<file path="config.mk">
export PLATFORM = sky130hd
export DESIGN_NAME = program_counter
export DESIGN_NICKNAME = d
export VERILOG_FILES = /design/src/rtl/program_counter.sv
export SDC_FILE = /design/constraint.sdc
export NUM_CORES = 1
export LEC_CHECK = 0
export ABC_AREA = 1
export CORE_MARGIN = 2
export CORE_UTILIZATION = 53
export DETAILED_ROUTE_END_ITERATION = 16
export PLACE_DENSITY = 0.83
export SYNTH_ARGS = -nofsm -noshare
export SYNTH_HDL_FRONTEND = slang
export SYNTH_SLANG_ARGS = --single-unit
export TNS_END_PERCENT = 50
</file>
<file path="constraint.sdc">
create_clock -name clk -period 2.91 [get_ports clk]
set_input_delay 0.4365 -clock clk [delete_from_list [all_inputs] [get_ports clk]]
set_output_delay 0.4365 -clock clk [all_outputs]
set_load 0.01 [all_outputs]
</file>
<file path="src/rtl/program_counter.sv">
// program_counter: instruction address register with sequential, branch and jump next-PC.
// Optional PC_ALIGN_EN forces jump targets and the reset address to word alignment.
module program_counter #(
  parameter logic [31:0] RESET_ADDR = 32'h0000_0000,
  parameter logic [31:0] INCR       = 32'd4
) (
  input  logic        clk,
  input  logic        reset,
  input  logic        branch,
  input  logic [31:0] offset,
  input  logic        jump,
  input  logic [31:0] target,
  output logic [31:0] ins_addr
);

`ifdef PC_ALIGN_EN
  localparam logic [31:0] RST_PC = {RESET_ADDR[31:2], 2'b00};
`else
  localparam logic [31:0] RST_PC = RESET_ADDR;
`endif

  reg   [31:0] pc;
  logic [31:0] seq_pc;
  logic [31:0] br_pc;
  logic [31:0] jmp_pc;
  logic [31:0] next_pc;

  assign seq_pc = pc + INCR;
  // Word offset to byte offset; top two offset bits fall off.
  assign br_pc  = seq_pc + {offset[29:0], 2'b00};

`ifdef PC_ALIGN_EN
  assign jmp_pc = {target[31:2], 2'b00};
`else
  assign jmp_pc = target;
`endif

  always_comb begin
    next_pc = seq_pc;
    priority case (1'b1)
      jump:    next_pc = jmp_pc;
      branch:  next_pc = br_pc;
      default: next_pc = seq_pc;
    endcase
  end

  always_ff @(posedge clk or negedge reset) begin
    if (!reset) pc <= RST_PC;
    else        pc <= next_pc;
  end

  assign ins_addr = pc;

endmodule

</file>
After elaboration in Yosys (flattened, before gate mapping)
Cells that the tools add are included.
{"block": "word_totals", "register_bits": 32, "input_bits": 68, "out_inout_bits": 32, "word_cells": 5}
{"block": "op_classes", "add_sub_neg": 2, "mux": 2}
{"operator": "two-way mux 32 bit", "count": 2}
{"operator": "adder 32 x 3 -> 32 bit, second input constant", "count": 1}
{"operator": "adder 32 bit", "count": 1}

Depth between registers and ports, before layout
Gate-level depths: netlist of the first run.
{"block": "logic_depth", "depth_word": 4, "mapped_depth": 24, "depth_no_buf": 24}

Least setup slack after synthesis of the first run
No wires, ideal clock.
{"block": "synth_path", "path_type": "flip-flop to flip-flop", "startpoint": "register pc[2], in the netlist ins_addr[2]", "endpoint": "register pc[23], in the netlist ins_addr[23]", "setup_ps": 117, "t_arrival_ps": 2458, "required_time_ps": 2793, "setup_slack_ps": 336, "stages_incl_launch_ff": 21, "n_path_buf": 0, "period_less_slack_ps": 2574, "path_cell_list": "dfrtp_1 ha_1 inv_1 nor2_4 nand2_2 nor3_1 xnor2_1 inv_1 ha_1 nand2_1 inv_1 nand2_1 nand2_1 a21oi_1 nand2_1 nand2_1 nand2_1 nand2_1 nand3_1 nand2_1 nand2_1"}
{"block": "synth_between", "elab_chain_len": 4}
{"item": "start, declared", "line_no": "22", "rtl": "reg [31:0] pc;"}
{"item": "start signal, assigned", "line_no": "49", "rtl": "else pc <= next_pc;"}
{"item": "adder 32 x 3 -> 32 bit *", "line_no": "28", "rtl": "assign seq_pc = pc + INCR;"}
{"item": "adder 32 bit", "line_no": "30", "rtl": "assign br_pc = seq_pc + {offset[29:0], 2'b00};"}
{"item": "two-way mux 32 bit * (2 in a row)", "line_no": "40", "rtl": "priority case (1'b1)"}
{"item": "net next_pc[23]", "line_no": "26", "rtl": "logic [31:0] next_pc;"}
Mark *: on every way through the listed nets, which the timed path passes. The rest lies on a longest branch.

Worst setup path in the final report of the first run
{"block": "layout_path", "startpoint": "register pc[3], in the netlist ins_addr[3]", "endpoint": "register pc[23], in the netlist ins_addr[23]"}
The elaborated chain is that of the path after synthesis.

==> summary.md, run 1 <==
| Metric | Value |
|---|---|
| Run status | `finished with violations` |
| Failing checks | `negative setup slack` |
| Die Wd | `96.3 µm` |
| CP most frequent cell | `nand2_1` |
| Reg clk slew, reported paths | `70 ps` |
| Buffers on Ports | `97` |
| Via count | `5,988` |
| Share of post-route cells with drive strength above 1 | `24.9%` |
| Fin Clk Skew | `3.63 ps` |
| Arrival @ worst endpoint | `3290 ps` |
| Clock sink total | `32` |
| IO Pins | `100` |
| Peak VDD IR | `364 µV` |
| Maximum root-to-sink buffer count | `2` |
| Slew HR | `51.5%` |
| Largest net degree at the start of global routing | `38` |
| Fmax | `323 MHz` |
| End-of-flow core utilization | `83.9%` |
| Mean area per synthesized cell | `5.72 µm²` |
| FF+latch count, synth | `32` |
| Netlist Area Pre-Place | `4510 µm²` |
| Insertion delay to the later sink of the worst-skew pair | `300 ps` |
| Routability cong. | `0.957` |
| Row count | `33` |
| Min Tclk post-route | `3090 ps` |
| GRT Total Usage | `34.3%` |
| Cell count after synthesis | `789` |
| Slowest CP cell | `dfrtp_2` |
| Total gr overflow | `0` |
| Net switching power figure | `1.55 mW` |
| CP Cell Sequence | `ha_2 -> inv_1 -> nor2_4 -> nand2_4 -> buf_4 -> xor2_2 -> inv_2 -> ha_4 -> nand2_1 -> inv_1 -> nand2_1 -> nor3_2 -> nand2_1 -> nand2_2 -> nand2_1 -> nand3_1 -> nand3_1 -> nand2_1 -> nand2_1` |
| Period utilisation layout | `106%` |
| Power per cell area | `455 nW/µm²` |
| Die height | `96.3 µm` |
| DR pass1 iterations | `6` |
| Worst slew pin tran | `726 ps` |
| EDFF count, synth | `0` |
| Post-synthesis cell type count | `30` |
| PnR worst setup slack | `-184 ps` |
| Drt via density | `5.77` |
| Finish-stage setup viols | `20` |
| Detail Route Antenna Nets | `0` |
| Critical path startpoint category | `flip-flop` |
| Worst-path fanout max | `4` |
| Post-DP HPWL | `12,500 µm` |
| Area grow syn2layout | `52.7%` |
| CP endpoint | `ins_addr[23]` |
| CTS Hold Bufs | `0` |
| RSZ-0062 raised after global routing | `true` |
| Die area | `9270 µm²` |
| Clock power frac | `11.4%` |
| Core area | `8220 µm²` |
| Critical path startpoint | `ins_addr[3]` |
| Largest register FFs | `32` |
| Diodes inserted | `0` |
| Nets | `1,037` |
| Non-filler cells, final | `1,037` |
| Root Driver | `clkbuf_8` |
| Fin. max-slew vios | `0` |
| RR Startpoint | `ins_addr[3]` |
| Antenna violations before repair | `0` |
| Starting DRT DRC Count | `679` |
| CTS tree | `done` |
| Hold Fails Final Rpt | `0` |
| Leak | `3.36 nW` |
| Top_reg_cell synth | `dfrtp_1` |
| WL final | `19,100 µm` |
| Starting Density | `54.9%` |
| Routed wire per std cell | `18.5 µm` |
| Max cap viols | `0` |
| Critical path class | `flip-flop to flip-flop` |
| Critical Path RT | `3100 ps` |
| Async SR Flop Fraction | `100%` |
| Sequential element share of the synthesized area | `17.7%` |
| Power share of the combinational group | `68.9%` |
| Share of total power in sequential cells | `19.7%` |
| Final hold slack | `503 ps` |
| Internal Pwr Total | `1.58 mW` |
| Synth warn | `0` |
| Hold crit path type | `flip-flop to flip-flop` |
| CTS Buf Count | `5` |
| Number of instances in the placed design | `1,006` |
| Reg2reg end | `ins_addr[23]` |
| Worst setup EP type | `flip-flop` |
| Switching part of the total | `49.5%` |
| Critical Path Max Stage Delay | `410 ps` |
| Vias in the first global route | `5,233` |
| First-pass GRT wire length | `24,400 µm` |
| Worst reg2reg setup slack | `-180 ps` |
| Drt drc | `0` |
| Worst R2R Path Depth | `19` |
| H-tree levels | `2` |
| Syn Nets | `895` |
cell usage after synthesis, types with 5 or more instances:
| cell type | count | area, µm² |
|---|---|---|
| a21oi_1 | 40 | 200 |
| clkbuf_1 | 5 | 18.8 |
| dfrtp_1 | 32 | 801 |
| ha_1 | 37 | 463 |
| inv_1 | 114 | 428 |
| nand2_1 | 306 | 1150 |
| nand2_2 | 7 | 43.8 |
| nand3_1 | 62 | 310 |
| nand4_1 | 5 | 31.3 |
| nor2_1 | 76 | 285 |
| nor2_2 | 6 | 37.5 |
| nor2_4 | 5 | 56.3 |
| nor3_1 | 6 | 30.0 |
| o21ai_0 | 24 | 120 |
| o21bai_1 | 5 | 37.5 |
| xnor2_1 | 14 | 123 |
| xor2_1 | 22 | 193 |
final cells by class:
type,instances,area [µm²]
clock inverters,2,16.3
multi-input cells,630,4050
fillers,498,1330
well taps,105,131
clock buffers,6,72.6
repair buffers,148,1380
flip-flops and latches,32,815
inverters,114,428
worst max-delay path, delay by kind of cell (launching register included):
| family | cells | cell delay (ps) |
|---|---|---|
| XOR/XNOR | 1 | 320 |
| adder cells (fa/ha/maj) | 2 | 510 |
| buffers and inverters | 4 | 490 |
| flip-flops | 1 | 410 |
| AND/OR/NAND/NOR | 12 | 1280 |
worst min path at each step:
stage                 from           to  slack (ps)  cells after the start
3_5_place_dp   ins_addr[0]  ins_addr[0]         460                      2
6_report       ins_addr[0]  ins_addr[0]         500                      2
2_1_floorplan        reset  ins_addr[0]         140                      0
5_1_grt        ins_addr[0]  ins_addr[0]         530                      2
4_1_cts        ins_addr[0]  ins_addr[0]         470                      2
3_3_place_gp   ins_addr[1]  ins_addr[1]         460                      2
kinds of logic after synthesis:
group / synth area share (%)
simple gates: 44.7
buf+inv: 11.1
fa+ha+maj: 10.7
compound gates: 8.84
xor+xnor: 6.99
flops: 17.7
layout by cell type (no fill, tap or decap), types with 3 or more instances in the layout:
master / instances
buf_4: 47
dfrtp_1: 21
nand3_2: 6
clkbuf_8: 5
nand2_4: 5
o21ai_1: 3
a21o_1: 4
nand4_1: 5
xor2_4: 5
ha_2: 4
clkdlybuf4s50_1: 97
xnor2_2: 3
xor2_1: 7
buf_6: 3
nand2_1: 270
ha_1: 16
nand2_2: 38
o21bai_1: 5
inv_1: 106
nor2_4: 17
nor2_1: 44
nand3_1: 56
nor2_2: 26
inv_2: 8
dfrtp_2: 11
xnor2_1: 11
ha_4: 17
a21oi_2: 12
o21ai_0: 21
xor2_2: 10
a21oi_1: 26
power by group through the flow:
stage | clock [mW] | sequential [mW] | combinational (mW)
2_1_floorplan | 0 | 0.625 | 1.01
3_3_place_gp | 0 | 0.598 | 1.61
3_5_place_dp | 0 | 0.604 | 1.65
4_1_cts | 0.345 | 0.598 | 1.70
5_1_grt | 0.373 | 0.623 | 2.33
6_report | 0.357 | 0.619 | 2.16
metrics by stage:
step | instance area [µm²] | TNS (ps) | total power, mW | setup slack [ps]
floorplan | 4510 | 0 | 1.64 | 336
global placement | 5750 | -3.66 | 2.21 | -3.66
detailed placement | 5750 | -436 | 2.26 | -125
CTS | 5940 | -18.4 | 2.64 | -18.4
global route | 6890 | -4150 | 3.32 | -317
finish | 6890 | -1740 | 3.14 | -184
metal layers:
layer  part of all wire, %  up-vias  wire (µm)  GRT usage [%]
li1                      -     2730          -              -
met1                    38     2751       7350           46.5
met2                    46      417       8900           56.5
met3                    10       90       1960           3.68
met4                   4.9        0        942           11.9
met5                     0        -          0              0
timing repair:
action | CTS | global route
setup endpoints to repair | 9 | 22
pin swaps | 3 | 46
resized for setup | 19 | 176
buffers inserted | 1 | 22
endpoints found under the hold margin | 0 | 0
(Power assumes the default switching activity.)
==> run 2, diff against run 1 <==
--- a/config.mk
+++ b/config.mk
@@ -8,6 +8,7 @@
 export ABC_AREA = 1
 export CORE_MARGIN = 2
 export CORE_UTILIZATION = 53
+export CTS_BUF_LIST = sky130_fd_sc_hd__clkbuf_8
 export DETAILED_ROUTE_END_ITERATION = 16
 export PLACE_DENSITY = 0.83
 export SYNTH_ARGS = -nofsm -noshare
==> run 2 against run 1 <==
The run still ends with negative setup slack left. Sequential share of layout area shrank 0.092 points. Wire length shrank 0.29%. Register-to-register slack lost 150 ps. Die area is the same. Clock power is essentially flat. Flip-flop and latch count is the same. Final cell count shrank 0.29%. Highest routed layer unchanged. Setup slack lost 150 ps.
==> summary.md, run 2 (synthesized netlist as in run 1, its figures left out) <==
| Metric | Value |
|---|---|
| Run status | `finished with violations` |
| Failing checks | `negative setup slack` |
| Cell area after placement | `5750 µm²` |
| Largest register FFs | `32` |
| Fin. max-slew vios | `0` |
| Critical Path RT | `3110 ps` |
| DR pass1 iterations | `5` |
| Total power | `3.16 mW` |
| Antenna violations before repair | `0` |
| Pre-CTS WS | `-125 ps` |
| CP most frequent cell | `nand2_1` |
| Period utilisation layout | `111%` |
| CTS tree | `done` |
| Critical Path Max Stage Delay | `430 ps` |
| Max cap viols | `0` |
| Buffers on Ports | `97` |
| RSZ-0062 raised after global routing | `true` |
| Hold crit path type | `flip-flop to flip-flop` |
| Internal Pwr Total | `1.59 mW` |
| Worst slew pin tran | `740 ps` |
| Area grow syn2layout | `53.4%` |
| Post-DP HPWL | `12,500 µm` |
| Critical path class | `flip-flop to flip-flop` |
| Clock sink total | `32` |
| Most common cell after layout, fill and taps aside | `nand2_1` |
| Fmax | `309 MHz` |
| Fill cell count | `485` |
| Maximum root-to-sink buffer count | `2` |
| H-tree levels | `2` |
| Leak | `3.37 nW` |
| Slew HR | `50.6%` |
| Starting Density | `54.9%` |
| Clock power frac | `11.2%` |
| Diodes inserted | `0` |
| Insertion delay to the later sink of the worst-skew pair | `310 ps` |
| Slowest CP cell | `dfrtp_1` |
| Power share of the combinational group | `69.1%` |
| Worst reg2reg setup slack | `-330 ps` |
| Nets | `1,034` |
| Min Tclk post-route | `3240 ps` |
| Finished Cell Area | `6920 µm²` |
| Share of post-route cells with drive strength above 1 | `25.8%` |
| Die height | `96.3 µm` |
| Non-filler cells, final | `1,034` |
| Arrival @ worst endpoint | `3440 ps` |
| Vias in the first global route | `5,233` |
| Power per cell area | `457 nW/µm²` |
| Largest net degree at the start of global routing | `38` |
| Switching part of the total | `49.7%` |
| Peak VDD IR | `366 µV` |
| Worst setup EP type | `flip-flop` |
| CP Cell Sequence | `nand2_1 -> nor2_1 -> nand2_1 -> nor2_1 -> nand2_1 -> xor2_2 -> inv_1 -> ha_1 -> nand2_1 -> inv_1 -> a21oi_1 -> nand2_1 -> a21oi_2 -> nand2_1 -> nand2_1 -> nand3_2 -> nand2_1 -> nand2_1` |
| Routability cong. | `0.957` |
| Die area | `9270 µm²` |
| First-pass GRT wire length | `24,400 µm` |
| Finish-stage setup viols | `6` |
| Via count | `6,031` |
| Reg clk slew, reported paths | `70 ps` |
| IO Pins | `100` |
| Critical path startpoint category | `flip-flop` |
| End-of-flow core utilization | `84.3%` |
| Worst-path fanout max | `4` |
| Fin Clk Skew | `5.26 ps` |
| Starting DRT DRC Count | `542` |
| Routed wire per std cell | `18.5 µm` |
| Total gr overflow | `0` |
| Drt drc | `0` |
| GRT Total Usage | `34.3%` |
| PnR worst setup slack | `-331 ps` |
| Die Wd | `96.3 µm` |
| CTS Buf Count | `5` |
| WL final | `19,100 µm` |
| Net switching power figure | `1.57 mW` |
| Drt via density | `5.83` |
| Number of instances in the placed design | `1,006` |
| Hold Fails Final Rpt | `0` |
| Row count | `33` |
| Detail Route Antenna Nets | `0` |
| Root Driver | `clkbuf_8` |
| CTS Hold Bufs | `0` |
| Share of total power in sequential cells | `19.7%` |
| Most frequent cells in the layout | `nand2_1 (265), inv_1 (104), clkdlybuf4s50_1 (97)` |
| Core area | `8220 µm²` |
[run 2: cell types whose count changed in the layout (fill, tap and decap cells not counted), sizes merged]
cell    change
inv         +1
clkbuf      -1
buf         -3
[run 2: path summary, 6_finish.rpt]
check,depth (start not counted),end,from
setup / recovery,18,ins_addr[30],ins_addr[16]
hold / removal,2,ins_addr[0],ins_addr[0]
setup reg to reg,18,ins_addr[30],ins_addr[16]
hold reg to reg,2,ins_addr[0],ins_addr[0]
max in group asynchronous,2,ins_addr[7],reset
min in group asynchronous,2,ins_addr[3],reset
[run 2: worst max-delay path, delay by kind of cell, from the launching register on]
family                   cells  cell delay, ps
AND/OR/NAND/NOR             12            1640
flip-flops                   1             430
AO/OA/AOI/OAI                2             360
adder cells (fa/ha/maj)      1             340
XOR/XNOR                     1             230
buffers and inverters        2             130
[run 2: what timing repair did]
item	in CTS	in global routing
setup buffers	1	19
pin swaps	3	56
endpoints found under the setup margin	9	22
resized for setup	19	190
[run 2: per-stage QoR]
step / hold slack [ps] / TNS, ps
final: 471 / -615
after global routing: 511 / -1990
after CTS: 474 / -18.4
after detailed placement: 457 / -436
after global placement: 457 / -3.66
after floorplan: 141 / 0
[run 2: power by group through the flow]
stage	Sequential (mW)	Clock [mW]	Combinational (mW)
floorplan	0.625	0	1.01
global placement	0.598	0	1.61
detailed placement	0.604	0	1.65
CTS	0.598	0.342	1.70
global route	0.628	0.373	2.34
finish	0.623	0.355	2.19
[run 2: area by class of cell]
cell class / count / area (µm²) / share of cell area, %
clock inverter: 3 / 20.0 / 0.289
inverter: 114 / 428 / 6.18
sequential: 32 / 812 / 11.7
multi-input combinational: 630 / 4120 / 59.5
clock buffer: 5 / 68.8 / 0.994
timing repair buffer: 145 / 1350 / 19.4
tap: 105 / 131 / 1.90
[run 2: per-layer routing]
metal | wire length, µm | global-route usage, % | vias up | part of all wire, %
met2 | 8900 | 56.5 | 430 | 47
met1 | 7110 | 46.5 | 2748 | 37
met4 | 1120 | 11.9 | 0 | 5.8
met3 | 1960 | 3.68 | 131 | 10
li1 | - | - | 2722 | -
met5 | 0 | 0 | - | 0
